[src/rtl/regfile_alu_datapath_pkg.sv]
// Shared constants and types for the register-bank / ALU datapath and its controllers.
// Holds opcode encodings, register indices, the "no write" select code and the flag bundle.
// Pure declarations: no logic, no latency.
package regfile_alu_datapath_pkg;

  localparam int DATAWIDTH     = 8;
  localparam int SELECTIONALU  = 3;
  localparam int SELECTIONDECO = 3;

  // ALU opcodes (the controllers drive these on sSelAlu)
  localparam logic [2:0] ALU_PASS = 3'b000;
  localparam logic [2:0] ALU_ADD  = 3'b001;
  localparam logic [2:0] ALU_SUB  = 3'b010;
  localparam logic [2:0] ALU_AND  = 3'b011;
  localparam logic [2:0] ALU_SHL  = 3'b100;
  localparam logic [2:0] ALU_SHR  = 3'b101;
  localparam logic [2:0] ALU_OR   = 3'b110;
  localparam logic [2:0] ALU_XOR  = 3'b111;

  // Register indices and the write-select code that suppresses write-back
  localparam logic [2:0] REG_R0    = 3'd0;
  localparam logic [2:0] REG_RP0   = 3'd6;
  localparam logic [2:0] REG_RP1   = 3'd7;
  localparam logic [2:0] DECO_NONE = 3'b111;

  // Status flags returned to the controller
  typedef struct packed {
    logic overflow;
    logic carry;
    logic negative;
    logic zero;
    logic par;
  } flags_t;

endpackage

[src/rtl/regfile_alu_datapath_alu.sv]
// Combinational ALU: opcode, A, B in; result and five status flags out.
// Zero latency; sits between the operand registers and the result register.
// No handshake: evaluates every cycle whatever the controller drives.
module datapath_alu
  import regfile_alu_datapath_pkg::*;
#(
  parameter int DW = DATAWIDTH,
  parameter int SW = SELECTIONALU
) (
  input  logic [SW-1:0] op_i,
  input  logic [DW-1:0] a_i,
  input  logic [DW-1:0] b_i,
  output logic [DW-1:0] res_o,
  output flags_t        flags_o
);

  // One extra bit holds carry-out for add and the borrow for subtract
  logic [DW:0]   sum;
  logic [DW-1:0] res;
  logic          carry;
  logic          ovf;

  // Opcode decode: result plus the op-specific carry/overflow meaning
  always_comb begin
    sum   = '0;
    res   = a_i;
    carry = 1'b0;
    ovf   = 1'b0;
    case (op_i)
      ALU_PASS: res = a_i;
      ALU_ADD: begin
        sum   = {1'b0, a_i} + {1'b0, b_i};
        res   = sum[DW-1:0];
        carry = sum[DW];
        // Same-sign operands producing a result of the other sign
        ovf   = (a_i[DW-1] == b_i[DW-1]) && (res[DW-1] != a_i[DW-1]);
      end
      ALU_SUB: begin
        sum   = {1'b0, a_i} - {1'b0, b_i};
        res   = sum[DW-1:0];
        // Top bit of the widened difference is set exactly when A < B unsigned
        carry = sum[DW];
        ovf   = (a_i[DW-1] != b_i[DW-1]) && (res[DW-1] != a_i[DW-1]);
      end
      ALU_AND: res = a_i & b_i;
      ALU_SHL: begin
        res   = {a_i[DW-2:0], 1'b0};
        carry = a_i[DW-1];
        // Sign changes when the two top bits differ
        ovf   = a_i[DW-1] ^ a_i[DW-2];
      end
      ALU_SHR: begin
        res   = {1'b0, a_i[DW-1:1]};
        carry = a_i[0];
      end
      ALU_OR:  res = a_i | b_i;
      ALU_XOR: res = a_i ^ b_i;
      default: res = a_i;
    endcase
  end

  // Result-derived flags are common to every opcode
  always_comb begin
    res_o            = res;
    flags_o.overflow = ovf;
    flags_o.carry    = carry;
    flags_o.negative = res[DW-1];
    flags_o.zero     = (res == '0);
    flags_o.par      = ^res;
  end

endmodule

[src/rtl/regfile_alu_datapath.sv]
// Eight-entry register bank with two read ports, one ALU and one write-back port.
// Latency: operands read at edge T, result/flags registered at T+1, written back at T+2.
// No backpressure: the controller owns hazard spacing; reads never bypass writes.
module regfile_alu_datapath
  import regfile_alu_datapath_pkg::*;
#(
  parameter int DATAWIDTH     = regfile_alu_datapath_pkg::DATAWIDTH,
  parameter int SELECTIONALU  = regfile_alu_datapath_pkg::SELECTIONALU,
  parameter int SELECTIONDECO = regfile_alu_datapath_pkg::SELECTIONDECO
) (
  input  logic                     clk,
  input  logic                     highRst,
  input  logic [SELECTIONDECO-1:0] sSelDecoA,
  input  logic [SELECTIONDECO-1:0] sSelDecoB,
  input  logic [SELECTIONDECO-1:0] sSelDecoC,
  input  logic [SELECTIONALU-1:0]  sSelAlu,
  input  logic                     sLoadP0,
  input  logic                     sLoadP1,
  input  logic [DATAWIDTH-1:0]     iPort0,
  input  logic [DATAWIDTH-1:0]     iPort1,
  output logic [DATAWIDTH-1:0]     oR0,
  output logic [DATAWIDTH-1:0]     oAluOut,
  output logic                     sOverflow,
  output logic                     sCarry,
  output logic                     sNegative,
  output logic                     sZero,
  output logic                     sPar
);

  localparam int NREGS = 2 ** SELECTIONDECO;

  logic [DATAWIDTH-1:0] regs_q [NREGS];
  logic [DATAWIDTH-1:0] regs_d [NREGS];
  logic [DATAWIDTH-1:0] ra_q, ra_d;
  logic [DATAWIDTH-1:0] rb_q, rb_d;
  logic [DATAWIDTH-1:0] alu_q, alu_d;
  flags_t               flags_q, flags_d;

  // Stage 1 operand select: reads see the pre-edge bank contents
  always_comb begin
    ra_d = regs_q[sSelDecoA];
    rb_d = regs_q[sSelDecoB];
  end

  datapath_alu #(
    .DW (DATAWIDTH),
    .SW (SELECTIONALU)
  ) u_alu (
    .op_i    (sSelAlu),
    .a_i     (ra_q),
    .b_i     (rb_q),
    .res_o   (alu_d),
    .flags_o (flags_d)
  );

  // Stage 3 write-back, then port loads so an external load wins over the ALU write
  always_comb begin
    for (int i = 0; i < NREGS; i++) begin
      regs_d[i] = regs_q[i];
    end
    if (sSelDecoC != DECO_NONE) begin
      regs_d[sSelDecoC] = alu_q;
    end
    if (sLoadP0) begin
      regs_d[REG_RP0] = iPort0;
    end
    if (sLoadP1) begin
      regs_d[REG_RP1] = iPort1;
    end
  end

  // Register bank update; reset clears every entry and suppresses the edge's write
  always_ff @(posedge clk or posedge highRst) begin
    if (highRst) begin
      for (int i = 0; i < NREGS; i++) begin
        regs_q[i] <= '0;
      end
    end else begin
      for (int i = 0; i < NREGS; i++) begin
        regs_q[i] <= regs_d[i];
      end
    end
  end

  // Operand and result pipeline registers; reset drops anything in flight
  always_ff @(posedge clk or posedge highRst) begin
    if (highRst) begin
      ra_q    <= '0;
      rb_q    <= '0;
      alu_q   <= '0;
      flags_q <= '0;
    end else begin
      ra_q    <= ra_d;
      rb_q    <= rb_d;
      alu_q   <= alu_d;
      flags_q <= flags_d;
    end
  end

  // Outputs are straight register taps
  always_comb begin
    oR0       = regs_q[REG_R0];
    oAluOut   = alu_q;
    sOverflow = flags_q.overflow;
    sCarry    = flags_q.carry;
    sNegative = flags_q.negative;
    sZero     = flags_q.zero;
    sPar      = flags_q.par;
  end

endmodule

[config.mk]
export PLATFORM = sky130hd
export DESIGN_NAME = regfile_alu_datapath
export DESIGN_NICKNAME = d
export VERILOG_FILES = /design/src/rtl/regfile_alu_datapath_pkg.sv /design/src/rtl/regfile_alu_datapath_alu.sv /design/src/rtl/regfile_alu_datapath.sv
export SDC_FILE = /design/constraint.sdc
export NUM_CORES = 1
export LEC_CHECK = 0
export CELL_PAD_IN_SITES_DETAIL_PLACEMENT = 2
export CELL_PAD_IN_SITES_GLOBAL_PLACEMENT = 2
export CORE_ASPECT_RATIO = 1.1
export CORE_MARGIN = 3
export CORE_UTILIZATION = 40
export CTS_CLUSTER_SIZE = 30
export DETAILED_ROUTE_END_ITERATION = 8
export PLACE_DENSITY_LB_ADDON = 0.15
export RECOVER_POWER = 25
export SLEW_MARGIN = 0
export SYNTH_ARGS = -nofsm -noshare
export SYNTH_HDL_FRONTEND = slang
export SYNTH_SLANG_ARGS = --single-unit
[constraint.sdc]
create_clock -name clk -period 3.3 [get_ports clk]
set_input_delay 0.495 -clock clk [delete_from_list [all_inputs] [get_ports clk]]
set_output_delay 0.495 -clock clk [all_outputs]
set_load 0.03 [all_outputs]
== Yosys cells after proc, flatten, opt, wreduce, memory -nomap -nowiden ==
Cells that the tools add are included.

* Muxes and demuxes: 15
* Reductions and logical operators: 8
* Bitwise operators: 7
* Eq/ne operators: 12
* Add/sub/neg operators: 2
* Order comparisons: 4

{| class="wikitable"
|+ Operator list
! operator !! count
|-
| $bwmux 64 || 1
|-
| $pmux 8 s8 || 1
|-
| $mux 8 || 7
|-
| $bmux 8 s3 || 2
|-
| $demux 8 s3 || 1
|-
| $mux 16 || 1
|-
| $eq 3x3->1 const B || 4
|-
| $ge 4x4->1 const B || 3
|-
| $not 3->4 || 3
|-
| $add 8x8->9 || 1
|-
| $sub 8x8->9 || 1
|-
| $and 8x8->8 || 1
|-
| $logic_not 8->1 || 1
|-
| $or 8x8->8 || 1
|-
| $reduce_xor 8->1 || 1
|-
| $xor 8x8->8 || 1
|-
| $eq 3x2->1 const B || 2
|-
| $lt 4x1->1 const B || 1
|-
| $pmux 1 s4 || 1
|-
| $reduce_bool 2->1 || 2
|-
| $eq 3x1->1 const B || 1
|-
| $logic_and 1x1->1 || 3
|-
| $logic_not 3->1 || 1
|-
| $ne 1x1->1 || 3
|-
| 4 further kinds || 4
|}

* Input port bits: 32
* Logic and storage cells: 64
* Register bits after elaboration: 93
* Output and inout port bits: 21

== Logic depth before layout (Yosys ltp) ==
Gate-level depths: netlist of run 1.

* Word-level depth: 8
* Gate-level depth with buffers: 12
* Gate-level depth less buffers: 11

== Cells and area by module ==
Synthesis of run 1 repeated with hierarchy kept, for this count alone.

* Cell total of the unflattened synthesis: 489
* Area, all modules: 5,999.5 µm²

{| class="wikitable"
|+ By module, submodules not included
! module !! cells an instance !! times used !! sequential area each (µm²) !! area an instance (µm²)
|-
| regfile_alu_datapath || 262 || 1 || 2,327.2 || 4,405.5
|-
| datapath_alu || 227 || 1 || 0.0 || 1,594.0
|}

== Least setup slack after synthesis of run 1 ==
No wires, ideal clock.

* Path type: register to register
* From: reg ra_q[1]
* To: reg flags_q, in the netlist sPar
* Stages on the path, launching flop included: 12
* Period minus slack after synthesis: 2,744 ps
* Buffers on the path: 0
* Arrival time: 2,620 ps
* Path slack: 556 ps
* Cell sequence: dfrtp_1 > inv_1 > ha_1 > a21o_1 > and4_2 > o31a_1 > a211oi_2 > nor2_1 > o32ai_1 > ha_1 > xnor2_1 > xnor2_1

{| class="wikitable"
|+ RTL lines
! element !! RTL line !! text
|-
| from (decl) || regfile_alu_datapath.sv:34 || <nowiki>logic [DATAWIDTH-1:0] ra_q, ra_d;</nowiki>
|-
| from (signal assigned) || regfile_alu_datapath.sv:93 || <nowiki>ra_q <= ra_d;</nowiki>
|-
| to (signal assigned) || regfile_alu_datapath.sv:96 || <nowiki>flags_q <= flags_d;</nowiki>
|-
| to (decl) || regfile_alu_datapath.sv:37 || <nowiki>flags_t flags_q, flags_d;</nowiki>
|}

==> flow_summary.ini, run 1 <==
[die]
core_um2 = 14000
pin_count = 53
row_count = 45
die_area_um2 = 15900
die_y_um = 132
die_w_um = 121
start_util = 0.413

[logic_synthesis]
ys_seq_area_frac = 0.399
syn_avg_cell_area_um2 = 12.2
synth_common_cells = dfrtp_1 (92), mux2_2 (74), mux4_2 (34)
synth_area_leaders = dfrtp_1 (40%), mux2_2 (14%), mux4_2 (13%)
synth.net_count = 535
yosysTopAreaCellShare = 0.399
syn_area_um2 = 5770
yosysTopAreaCell = dfrtp_1
yosys_warnings = 0
synth_edf_count = 0
synthArstFlopShare = 1.00
synth_most_common_cell = dfrtp_1
ys_ff_latch = 92
ys_types = 65
syn_inst = 473
synth_ff_type = dfrtp_1

[routing]
drc = 0
via_count = 4080
firstDrtPassIters = 4
wl_um = 17000
ant_nets = 0
wire_per_inst_um = 23.8
avgViaCountPerCell = 5.73
drt_iter0_drc = 162

[clocking]
numCtsBuffers = 9
post-cts-setup-buffers = 0
clk_latency_ns = 0.33
clk_pin_slew_ns = 0.07
cts_sinks = 92
ctsHtreeMaxLevel = 3
root_buffer = clkbuf_16
cts_tree = done
cts_buffer_depth = 2

[finish]
syn_to_final_growth_pct = 17.0
nets = 582
fill_cells = 1423
multi_input_area_um2 = 3150
seq_area_um2 = 2300
design_area_um2 = 6750
instances_no_fill = 712
antennaDiodeCount = 0
drive_above_1_share = 0.305

[worst_hold_path]
hold_class = register to register

[power_and_ir_drop]
finalPower_uw = 6380
vdd_drop_max_mv = 0.319
p_leak_uw = 0.00289
powerDensity_nw_per_um2 = 945

[timing]
clock.fmax_ghz = 0.322
hold_viol = 0
fin_worst_skew_ns = 0.00677
timing.final.crit_period_ns = 3.11
fin_crit_sh = 0.942
slew_violations = 0
setup-violations-final = 0
rsz0062_at_grt = false
setup_tns_ns = 0
worstMarginPinSlew_ns = 1.46
maxSlewHeadroom = 0.0190

[global_route]
grt_pass1_wl_um = 27600
grt_overflow = 0
grt_start_max_net_pins = 34
grt_pass1_vias = 4805
grtUsageTotal = 0.223
antenna_found_initial = 0

[outcome]
violations = capacitance limit
status = complete, but fails checks

[placement]
portBuffers = 52
post_dp_cell_area_um2 = 6480
routabilityCongestion = 0.881
dp_hpwl_um = 12600
place_inst = 697

[critical_path]
startpoint_type = register
endpoint = sPar
r2r.worst_path.cells = 12
timing.rr.end = sPar
critical_path_required_ns = 3.54
crit_fanout = 4
worstSetupStartpoint = ra_q[0]
path_class = register to register
reg2reg_slack_ns = 0.19
regToRegStartpoint = ra_q[0]
critPathCaptureType = register
crit_arrival_ns = 3.35

[run]
drv_cap = 1
## cells in the final DEF, fill, tap and decap left out, types with 3 or more instances in the layout
cell type and instances:
dfrtp_1 90, mux2_2 74, clkdlybuf4s50_1 51, mux4_2 34, ha_1 28, nand2_1 25, inv_1 24, nor2_1 22
o21ai_0 21, buf_4 17, a21oi_1 13, mux2i_1 10, clkbuf_16 9, xnor2_1 7, nand3b_1 5, o21bai_1 4
o22ai_1 4, nand3_1 4, nor3b_2 3, inv_2 3, and2_1 3, a21o_1 3, or3_1 3, a22o_1 3
nor3_1 3, o221ai_1 3, clkbuf_8 3
## layout make-up
cell class                 instances  area share
clock buffer                      12      0.0395
multi-input combinational        318       0.466
sequential                        92       0.341
timing repair buffer              71      0.0997
tap                              188      0.0348
clock inverter                     3     0.00315
inverter                          28      0.0157
## logic make-up after synthesis
| group | Yosys count | share of synthesized area |
|---|---|---|
| buffers and inverters | 63 | 0.0561 |
| muxes | 119 | 0.297 |
| AOI/OAI and AO/OA | 77 | 0.0924 |
| xor gates and xnor gates | 8 | 0.0121 |
| and+or+nand+nor | 84 | 0.0759 |
| adders and majority gates | 30 | 0.0676 |
| DFF | 92 | 0.399 |
## worst min-delay path by stage
stage / from / to / slack (ns) / depth (start not counted)
2_1_floorplan: regs_q[32] / regs_q[32] / 0.49 / 1
3_3_place_gp: regs_q[18] / regs_q[18] / 0.50 / 1
3_5_place_dp: regs_q[25] / regs_q[25] / 0.52 / 1
4_1_cts: regs_q[25] / regs_q[25] / 0.53 / 1
5_1_grt: regs_q[23] / regs_q[23] / 0.55 / 1
6_report: regs_q[25] / regs_q[25] / 0.53 / 1
## per-layer routing
layer  vias to the layer above  GRT usage  routed length, um
li1                       1820          -                  -
met1                      2147      0.270               6890
met2                        81      0.405               9090
met3                        32     0.0236                425
met4                         0     0.0875                555
met5                         -          0                  0
## flip-flops by register name, indices dropped and copies added (netlist names)
name	count
oAluOut	8
oR0	8
ra_q	8
rb_q	8
regs_q	56
sCarry	1
sOverflow	1
sPar	1
sZero	1
## worst max-delay path, stage by stage, from the launching register on
cell and delay, ns:
dfrtp_1 0.39, inv_1 0.10, ha_1 0.24, fa_1 0.43, o21bai_1 0.16, a21oi_1 0.13, o31ai_1 0.39, buf_4 0.20
xnor2_1 0.07, o211a_1 0.22, ha_1 0.32, xnor2_1 0.19, xnor2_1 0.16
## power breakdown
part | leakage (uW) | internal (uW) | switching (uW)
registers | 0.00111 | 1610 | 562
logic | 0.00164 | 1580 | 1630
clock network | 0.000141 | 569 | 426
## through the flow
step                utilization  hold WS [ns]  setup slack, ns
floorplan                     -         0.491            0.413
global placement          0.464         0.500            0.282
detailed placement        0.464         0.518            0.223
CTS                       0.484         0.533            0.165
global route              0.484         0.551           0.0260
finish                    0.484         0.527            0.193
## what timing repair did
item / 4_1_cts / 5_1_grt
resized for setup: 0 / 2
setup endpoints to repair: 0 / 1
hold buffers: 0 / 0
hold endpoints to repair: 0 / 0
Note: power is estimated with default switching activity, not from simulation.
==> run 2: changes to the inputs <==
--- a/config.mk
+++ b/config.mk
@@ -12,8 +12,9 @@
 export CORE_UTILIZATION = 40
 export CTS_CLUSTER_SIZE = 30
 export DETAILED_ROUTE_END_ITERATION = 8
-export PLACE_DENSITY_LB_ADDON = 0.15
+export PLACE_DENSITY = 0.86
 export RECOVER_POWER = 25
+export REMOVE_ABC_BUFFERS = 1
 export SLEW_MARGIN = 0
 export SYNTH_ARGS = -nofsm -noshare
 export SYNTH_HDL_FRONTEND = slang
==> run 2 against run 1 <==
  * The flow finishes with violations (capacitance limit, slew limit)
  * Via count up 2.3%
  * Flip-flop and latch count unchanged
  * Die area unchanged
  * Clock skew increased by 0.0093 ns
  * Largest cell class unchanged
  * Largest power group unchanged
==> flow_summary.ini, run 2 (synthesis gave the netlist of run 1 again) <==
[outcome]
status = complete, but fails checks
violations = capacitance limit, slew limit

[finish]
nets = 581
seq_area_um2 = 2300
fill_cells = 1400
final_common_cell = dfrtp_1
top_register = regs_q
largest_reg_flops = 56
syn_to_final_growth_pct = 18.0
instances_no_fill = 712
design_area_um2 = 6810
mostFrequentLayoutCells = dfrtp_1 (91), mux2_2 (74), clkdlybuf4s50_1 (51)
multi_input_area_um2 = 3160
drive_above_1_share = 0.307
antennaDiodeCount = 0

[die]
die_y_um = 132
pin_count = 53
row_count = 45
die_w_um = 121
die_area_um2 = 15900
core_um2 = 14000
start_util = 0.413

[clocking]
hold_buffers = 0
post-cts-setup-buffers = 0
numCtsBuffers = 9
root_buffer = clkbuf_16
clk_latency_ns = 0.36
clk_pin_slew_ns = 0.08
cts_tree = done
cts_buffer_depth = 2
ctsHtreeMaxLevel = 3
cts_sinks = 92

[placement]
portBuffers = 52
dp_hpwl_um = 13100
post_dp_cell_area_um2 = 6470
place_ws_ns = 0.104
routabilityCongestion = 0.858
place_inst = 696

[critical_path]
reg2reg_slack_ns = 0.03
path_class = register to register
timing.rr.end = sPar
crit_fanout = 3
crit_arrival_ns = 3.54
worstSetupStartpoint = rb_q[0]
regToRegStartpoint = rb_q[0]
startpoint_type = register
critPathCaptureType = register
critical_path_required_ns = 3.57
r2r.worst_path.cells = 10
endpoint = sPar

[run]
drv_cap = 1

[global_route]
grt_pass1_wl_um = 31000
antenna_found_initial = 0
grt_start_max_net_pins = 61
grt_overflow = 0
grtUsageTotal = 0.257
grt_pass1_vias = 4900

[routing]
wire_per_inst_um = 27.6
firstDrtPassIters = 4
avgViaCountPerCell = 5.86
ant_nets = 0
wl_um = 19600
via_count = 4174
drt_iter0_drc = 291
drc = 0

[timing]
hold_viol = 0
timing.final.crit_period_ns = 3.27
timing.final.ws_setup_ns = 0.0327
maxSlewHeadroom = -0.0312
clock.fmax_ghz = 0.306
fin_crit_sh = 0.990
slew_violations = 33
worstMarginPinSlew_ns = 1.54
fin_worst_skew_ns = 0.0161
setup-violations-final = 0

[power_and_ir_drop]
p_leak_uw = 0.00291
powerDensity_nw_per_um2 = 992
vdd_drop_max_mv = 0.451

[worst_hold_path]
min_path_cells = 1
hold_class = register to register
## run 2: final cells by class
cell class                      instances  share of cell area
Timing Repair Buffer                   70               0.100
Clock inverter                          6              0.0127
Sequential cell                        92               0.338
Clock buffer                           10              0.0351
Multi-Input combinational cell        318               0.464
Inverter                               28              0.0156
Tap cell                              188              0.0345
## run 2: what timing repair did
| action | 4_1_cts | 5_1_grt |
|---|---|---|
| endpoints found under the setup margin | 0 | 1 |
| endpoints found under the hold margin | 0 | 0 |
| resized for setup | 0 | 3 |
## run 2: power by group
group	switching, uW	total [uW]	internal (uW)
combinational	1810	3380	1570
sequential	607	2220	1610
clock	472	1160	685
total	2890	6760	3860
## run 2: layer usage
layer	track usage	part of all wire	vias to the layer above
li1	-	-	1823
met1	0.313	0.41	2238
met2	0.469	0.54	88
met3	0.0399	0.028	25
met4	0.0718	0.019	0
met5	0	0	-
## run 2: worst min-delay path by stage
stage,startpoint,end
6_report,regs_q[42],regs_q[42]
5_1_grt,regs_q[42],regs_q[42]
4_1_cts,highRst,oAluOut[5]
3_5_place_dp,regs_q[22],regs_q[22]
3_3_place_gp,regs_q[36],regs_q[36]
2_1_floorplan,regs_q[32],regs_q[32]
## run 2: critical path, stage by stage (launching register included)
cell and delay (ns):
dfrtp_1 0.46, ha_1 0.27, fa_1 0.41, a21oi_1 0.37, o21bai_1 0.16, xnor2_1 0.23
a221oi_1 0.13, or3_1 0.45, ha_1 0.33, xor2_1 0.16, xnor2_1 0.21
## run 2: through the flow
step	power [uW]	setup TNS, ns	utilization	hold slack (ns)
after floorplan	4130	0	-	0.491
after global routing	7130	-0.0567	0.488	0.553
after detailed placement	5340	0	0.463	0.524
after CTS	6720	0	0.487	0.522
after global placement	5060	0	0.463	0.500
final	6760	0	0.488	0.535
